<file path="config.mk">
export PLATFORM = sky130hd
export DESIGN_NAME = mem_arbiter
export DESIGN_NICKNAME = d
export VERILOG_FILES = /design/src/rtl/lc3b_types.sv /design/src/rtl/rr_picker.sv /design/src/rtl/mem_arbiter.sv
export SDC_FILE = /design/constraint.sdc
export NUM_CORES = 1
export LEC_CHECK = 0
export CORE_ASPECT_RATIO = 0.9
export CORE_UTILIZATION = 30
export DETAILED_ROUTE_END_ITERATION = 8
export PLACE_DENSITY_LB_ADDON = 0.1
export SLEW_MARGIN = 25
export SYNTH_ARGS = -nofsm -noshare
export SYNTH_HDL_FRONTEND = slang
export SYNTH_SLANG_ARGS = --single-unit
</file>
<file path="constraint.sdc">
create_clock -name clk -period 2.05 [get_ports clk]
set_input_delay 0.41 -clock clk [delete_from_list [all_inputs] [get_ports clk]]
set_output_delay 0.41 -clock clk [all_outputs]
set_load 0.02 [all_outputs]
</file>
<file path="src/rtl/lc3b_types.sv">
// lc3b_types: shared state type for the memory arbiter
package lc3b_types;
  typedef enum logic {IDLE, BUSY} mem_arb_state;
endpackage

</file>
<file path="src/rtl/rr_picker.sv">
// rr_picker: combinational round-robin pick; req_i/rr_ptr_i in, grant_o/any_req_o out
module rr_picker #(
  parameter int NUM_PORTS = 2,
  parameter int IW = NUM_PORTS > 1 ? $clog2(NUM_PORTS) : 1
) (
  input  logic [NUM_PORTS-1:0] req_i,
  input  logic [IW-1:0]        rr_ptr_i,
  output logic [IW-1:0]        grant_o,
  output logic                 any_req_o
);
  logic [IW-1:0] idx;
  assign any_req_o = |req_i;
  always_comb begin
    grant_o = '0;
    idx = '0;
    for (int i = NUM_PORTS - 1; i >= 0; i--) begin
      idx = IW'((int'(rr_ptr_i) + i) % NUM_PORTS);
      grant_o = req_i[idx] ? idx : grant_o;
    end
  end
endmodule

</file>
<file path="src/rtl/mem_arbiter.sv">
// mem_arbiter: round-robin arbiter of NUM_PORTS masters onto one memory port
// ports: clk/rst; port_read/write/address/wdata/byte_enable in, port_resp/rdata out;
//        mem_read/write/address/wdata/byte_enable out, mem_resp/rdata in
module mem_arbiter
  import lc3b_types::*;
#(
  parameter int NUM_PORTS  = 2,
  parameter int ADDR_WIDTH = 16,
  parameter int DATA_WIDTH = 16,
  parameter int MASK_WIDTH = DATA_WIDTH / 8
) (
  input  logic                                  clk,
  input  logic                                  rst,
  input  logic [NUM_PORTS-1:0]                  port_read,
  input  logic [NUM_PORTS-1:0]                  port_write,
  input  logic [NUM_PORTS-1:0][ADDR_WIDTH-1:0]  port_address,
  input  logic [NUM_PORTS-1:0][DATA_WIDTH-1:0]  port_wdata,
  input  logic [NUM_PORTS-1:0][MASK_WIDTH-1:0]  port_byte_enable,
  output logic [NUM_PORTS-1:0]                  port_resp,
  output logic [DATA_WIDTH-1:0]                 port_rdata,
  output logic                                  mem_read,
  output logic                                  mem_write,
  output logic [ADDR_WIDTH-1:0]                 mem_address,
  output logic [DATA_WIDTH-1:0]                 mem_wdata,
  output logic [MASK_WIDTH-1:0]                 mem_byte_enable,
  input  logic                                  mem_resp,
  input  logic [DATA_WIDTH-1:0]                 mem_rdata
);
  localparam int IW = NUM_PORTS > 1 ? $clog2(NUM_PORTS) : 1;
  mem_arb_state state_q;
  logic [IW-1:0] rr_ptr_q, rr_ptr_d, grant_q, pick;
  logic any_req, done;
  rr_picker #(.NUM_PORTS(NUM_PORTS), .IW(IW)) u_pick (
    .req_i(port_read | port_write),
    .rr_ptr_i(rr_ptr_q),
    .grant_o(pick),
    .any_req_o(any_req)
  );
  // a reset landing on the completion cycle abandons the transaction
  assign done = state_q == BUSY && mem_resp && !rst;
  assign port_resp = done ? NUM_PORTS'(1) << grant_q : '0;
  assign port_rdata = mem_rdata;
  assign rr_ptr_d = grant_q == IW'(NUM_PORTS - 1) ? '0 : grant_q + 1'b1;
  always_ff @(posedge clk) begin
    if (rst) begin
      state_q <= IDLE;
      rr_ptr_q <= '0;
      grant_q <= '0;
      mem_read <= 1'b0;
      mem_write <= 1'b0;
      mem_address <= '0;
      mem_wdata <= '0;
      mem_byte_enable <= '0;
    end else if (state_q == IDLE) begin
      if (any_req) begin
        state_q <= BUSY;
        grant_q <= pick;
        mem_address <= port_address[pick];
        mem_wdata <= port_wdata[pick];
        mem_byte_enable <= port_byte_enable[pick];
        mem_write <= port_write[pick];
        mem_read <= !port_write[pick];
      end
    end else if (mem_resp) begin
      state_q <= IDLE;
      mem_read <= 1'b0;
      mem_write <= 1'b0;
      rr_ptr_q <= rr_ptr_d;
    end
  end
endmodule

</file>
After elaboration in Yosys (flattened, before gate mapping)
Cells that the tools add are included.
Operators by class
  $add $sub $neg: 2
  multipliers: 0
  divide/modulo/power cells: 0
  magnitude comparators: 3
  eq/ne operators: 1
  shift-type cells: 1
  muxes and demuxes: 24
  bitwise gates (word level): 2
  reductions and logical operators: 9
Operators with widths (number)
  16-bit two-way mux: 4
  1-bit two-way mux: 17
  1-bit by 2-bit < comparator with 1-bit output (second input constant): 3
  2-bit two-way mux: 3
  2-bit AND reduction: 3
  1-bit adder (second input constant): 2
  1-bit logical AND: 2
  1-bit logical NOT: 2
  2-bit != test (second input constant): 1
  2-bit OR: 1
  2-bit nonzero test: 1
  2-bit OR reduction: 1
  1-bit by 1-bit left shift with 2-bit output (first input constant): 1
  1-bit inverter: 1
Word-level totals
  register bits after elaboration: 39
  latch bits: 0
  RAM bits: 0
  bits in read-only memories: 0
  input bits: 91
  output and inout bits: 54
  word-level logic and storage cells: 50
  memories: 0

Logic depth before layout (Yosys ltp)
  word-level depth: 10
  mapped depth: 6
  depth with buffers taken out: 4

Modules after synthesis
From an unflattened synthesis, not the netlist that was laid out.
Unflattened totals
  cells, all modules: 198
  area total of the unflattened synthesis: 1950.6 sq um
Modules (own cells, without submodules)
  mem_arbiter: instances 1, cells each 195, area each 1933.1 sq um, sequential area each 780.7 sq um
  rr_picker: instances 1, cells each 3, area each 17.5 sq um, sequential area each 0.0 sq um

Worst setup path after synthesis
No wires, ideal clock.
  path kind: input to output
  from: in rst
  to: out port_resp[1]
  data arrival time: 1.145 ns
  required time: 1.640 ns
  slack: 0.495 ns
  stages on the path: 2
  buffers on the path: 1
  cell sequence: clkbuf_1 > nor3b_1
On the way
  word-level cells in the longest chain between the ends: 3
RTL lines
  start: declaration: line mem_arbiter.sv:13  | input logic rst,
  1-bit logical NOT: line mem_arbiter.sv:40  | assign done = state_q == BUSY && mem_resp && !rst;
  1-bit logical AND: line mem_arbiter.sv:40
  2-bit two-way mux: line mem_arbiter.sv:41  | assign port_resp = done ? NUM_PORTS'(1) << grant_q : '0;
  end: declaration: line mem_arbiter.sv:19  | output logic [NUM_PORTS-1:0] port_resp,
No other way between the ends.

Worst setup path after layout
  from: in mem_resp
  to: out port_resp[1]
On the way
  word-level cells in the longest chain between the ends: 3
RTL lines
  start: declaration: line mem_arbiter.sv:26  | input logic mem_resp,
  1-bit logical AND (2 in a row): line mem_arbiter.sv:40
  2-bit two-way mux: line mem_arbiter.sv:41
No other way between the ends.

==> metrics.txt <==
outcome=complete, but fails checks; violated checks=design-rule violations; Yosys top cell by area=dfxtp_1; peak supply drop=slightly above 0.3 mV; fin crit share=93.2%; largest net degree at the start of global routing=38; Post-synth EDFFs=0; die height=approximately 76 um; clk_skew=~2.6 ps; Required @ worst endpoint=between 1500 and 2000 ps; Post-synth top cells=nand2_1, dfxtp_1, nor2_1, a311oi_1, buf_4; Post-Synth Adder-Cell Area=0%; Yosys reg bits=39; Critical Path AT=about 1500 ps; post-CTS sizing=2; RSZ-0062 raised after global routing=no; root buffer cell=clkbuf_8; Static Leak=1.20 nW; initial antenna violation count=0; TritonCTS sink count=39; Setup crit end kind=output port; Core ar.=around 5800 um^2; Core Util, Final=between 50% and 60%; Async SR Flop Fraction=0%; IO Pins=roughly 150; Final Slew Violations=0; Setup WS post-layout=139 ps; dpl ws=-152 ps; simple-gate share of the synthesized area=around 25%; H-tree levels=2; HPWL Detailed=roughly 3.6 mm; Pwr Total=roughly 0.0021 W; initial DRC count=slightly below 90; Worst slew margin=74.3%; post-synth cell types=21; fin nets=420; Final ANT Viol Nets=0; die span in x=84.6 um; startpoint types=input port; ANT cells=0; PortBufs=112; worst hold path class=reg -> reg; routed vias=between 1500 and 2000; PwrDens=~680 nW/um^2; synth top area cells=dfxtp_1, a311oi_1, nand2_1; hold-fix buffers at CTS=0; worst-case clock buffer depth=2; Mapped Area=~1800 um^2; most numerous cell in the Yosys netlist=nand2_1; Compound-Gate Fraction of Synth Area=between 15 and 20%; Synth Area in XOR/XNOR=0%; Starting Density=about a third; proportion of layout cells with a drive suffix above 1=roughly 7.0%; Post-CTS Setup Bufs=0; hold_ws=between 400 and 500 ps; Max Fanout on Critical Path=3; TritonRoute pass-1 iters=7; final hold violations=0; Detailed Route WL=5.15 mm; Clock Latency Late Sink=between 200 and 300 ps; mux share of post-synthesis cell area=0.543%; Post-Synthesis Cells=roughly 230; post-layout min period=1910 ps; area fraction of the dominant cell type after synthesis=between 40% and 50%; first-pass GRT wire length=8.48 mm; Crit Path Class=in -> out; routability cong.=between 0.7 and 0.8; Num CTS Buffers=5; vias per inst=4.73; cell row count=26; total die area=approximately 6500 um^2; worst slew pin tran=383 ps; Synth Flop Type=dfxtp_1; CTS tree=done; area delta synth->final=66.2%; largest family of logic cells by synthesized area=simple AND/OR/NAND/NOR gates; Highest Clock Rate=about 520 MHz; Avg Cell Area, Syn=7.92 um^2; Total Routing Usage GR=16.2%; yosys warns=0; syn nets=about 320; GRT overflow=0; CTS clock-pin slew for the worst setup and hold paths=~80 ps; DR WL/cell=12.9 um; Seq/Total Area, Yosys=around 42%; Max-cap violations=0; drt drc=9; Setup violations, final=0; vias in the first global route=between 1500 and 2000
-- worst max-delay path: stages --
cell and delay (ps):
clkdlybuf4s50_1 470, nand2_1 90, nor3b_1 180, dlygate4sd2_1 350
-- stage by stage --
step	std cells	instance area, um^2	setup TNS, ps
after CTS	400	3070	0
final	400	3070	0
after global placement	392	2970	-201
after floorplan	233	1840	0
after detailed placement	392	2970	-238
after global routing	400	3070	0
-- report_power, final --
part           internal (W)  leakage, nW  switching [W]  total (W)
logic              0.000350        0.829       0.000294   0.000643
registers          0.000833        0.324      0.0000365   0.000869
clock network      0.000307       0.0515       0.000269   0.000577
total               0.00149         1.20       0.000600    0.00209
-- worst paths after layout --
kind,depth (start not counted),from,endpoint,slack [ps]
max,4,mem_resp,port_resp[1],140
min reg2reg,2,mem_address[12]$_SDFFE_PP0P_,mem_address[12]$_SDFFE_PP0P_,490
min,2,mem_address[12]$_SDFFE_PP0P_,mem_address[12]$_SDFFE_PP0P_,490
max reg2reg,5,state_q$_SDFF_PP0_,mem_wdata[14]$_SDFFE_PP0P_,680
-- state kept, by name (all words and copies together) (netlist names) --
| name | count |
|---|---|
| mem_address | 16 |
| mem_wdata | 16 |
| mem_byte_enable | 2 |
| grant_q | 1 |
| mem_read | 1 |
| mem_write | 1 |
| rr_ptr_q | 1 |
| state_q | 1 |
-- layer usage --
layer  vias up  routed length [um]  global-route usage (%)
li1        979                   -                       -
met1       824                2320                    19.4
met2        78                2190                    26.2
met3        11                 572                    6.50
met4         0                  68                    5.76
met5         -                   0                       0
-- final cells by class --
type	count	area, um^2
Timing Repair Buffer	123	1250
Sequential cell	39	781
Tap cell	70	87.6
Multi-Input combinational cell	159	842
Inverter	1	3.75
Clock buffer	8	100
Fill cell	585	2730
-- kinds of logic (layout without fill, tap and decap cells) --
group / count (synthesis) / count (layout)
AO/OA/AOI/OAI: 43 / 43
buffers and inverters: 35 / 132
flip-flops: 39 / 39
multiplexers: 1 / 1
AND/OR/NAND/NOR: 115 / 115
-- cell usage in the layout (no fill, tap or decap) --
cell type,netlist,routed
clkdlybuf4s50_1,0,110
nand2_1,69,69
dfxtp_1,39,39
nor2_1,37,37
a311oi_1,35,35
clkbuf_8,0,7
buf_4,24,7
buf_12,0,4
a21oi_1,3,3
nor3_1,2,2
nor2b_1,2,2
dlygate4sd2_1,0,2
nor3b_1,1,1
nor4_2,1,1
nor2_4,0,1
nor2_2,2,1
o22ai_2,1,1
o22a_1,1,1
inv_1,1,1
nand2b_1,1,1
o21a_1,1,1
o21ba_2,1,1
a211oi_1,1,1
mux2i_1,1,1
clkbuf_1,6,1
(Power assumes the default switching activity.)
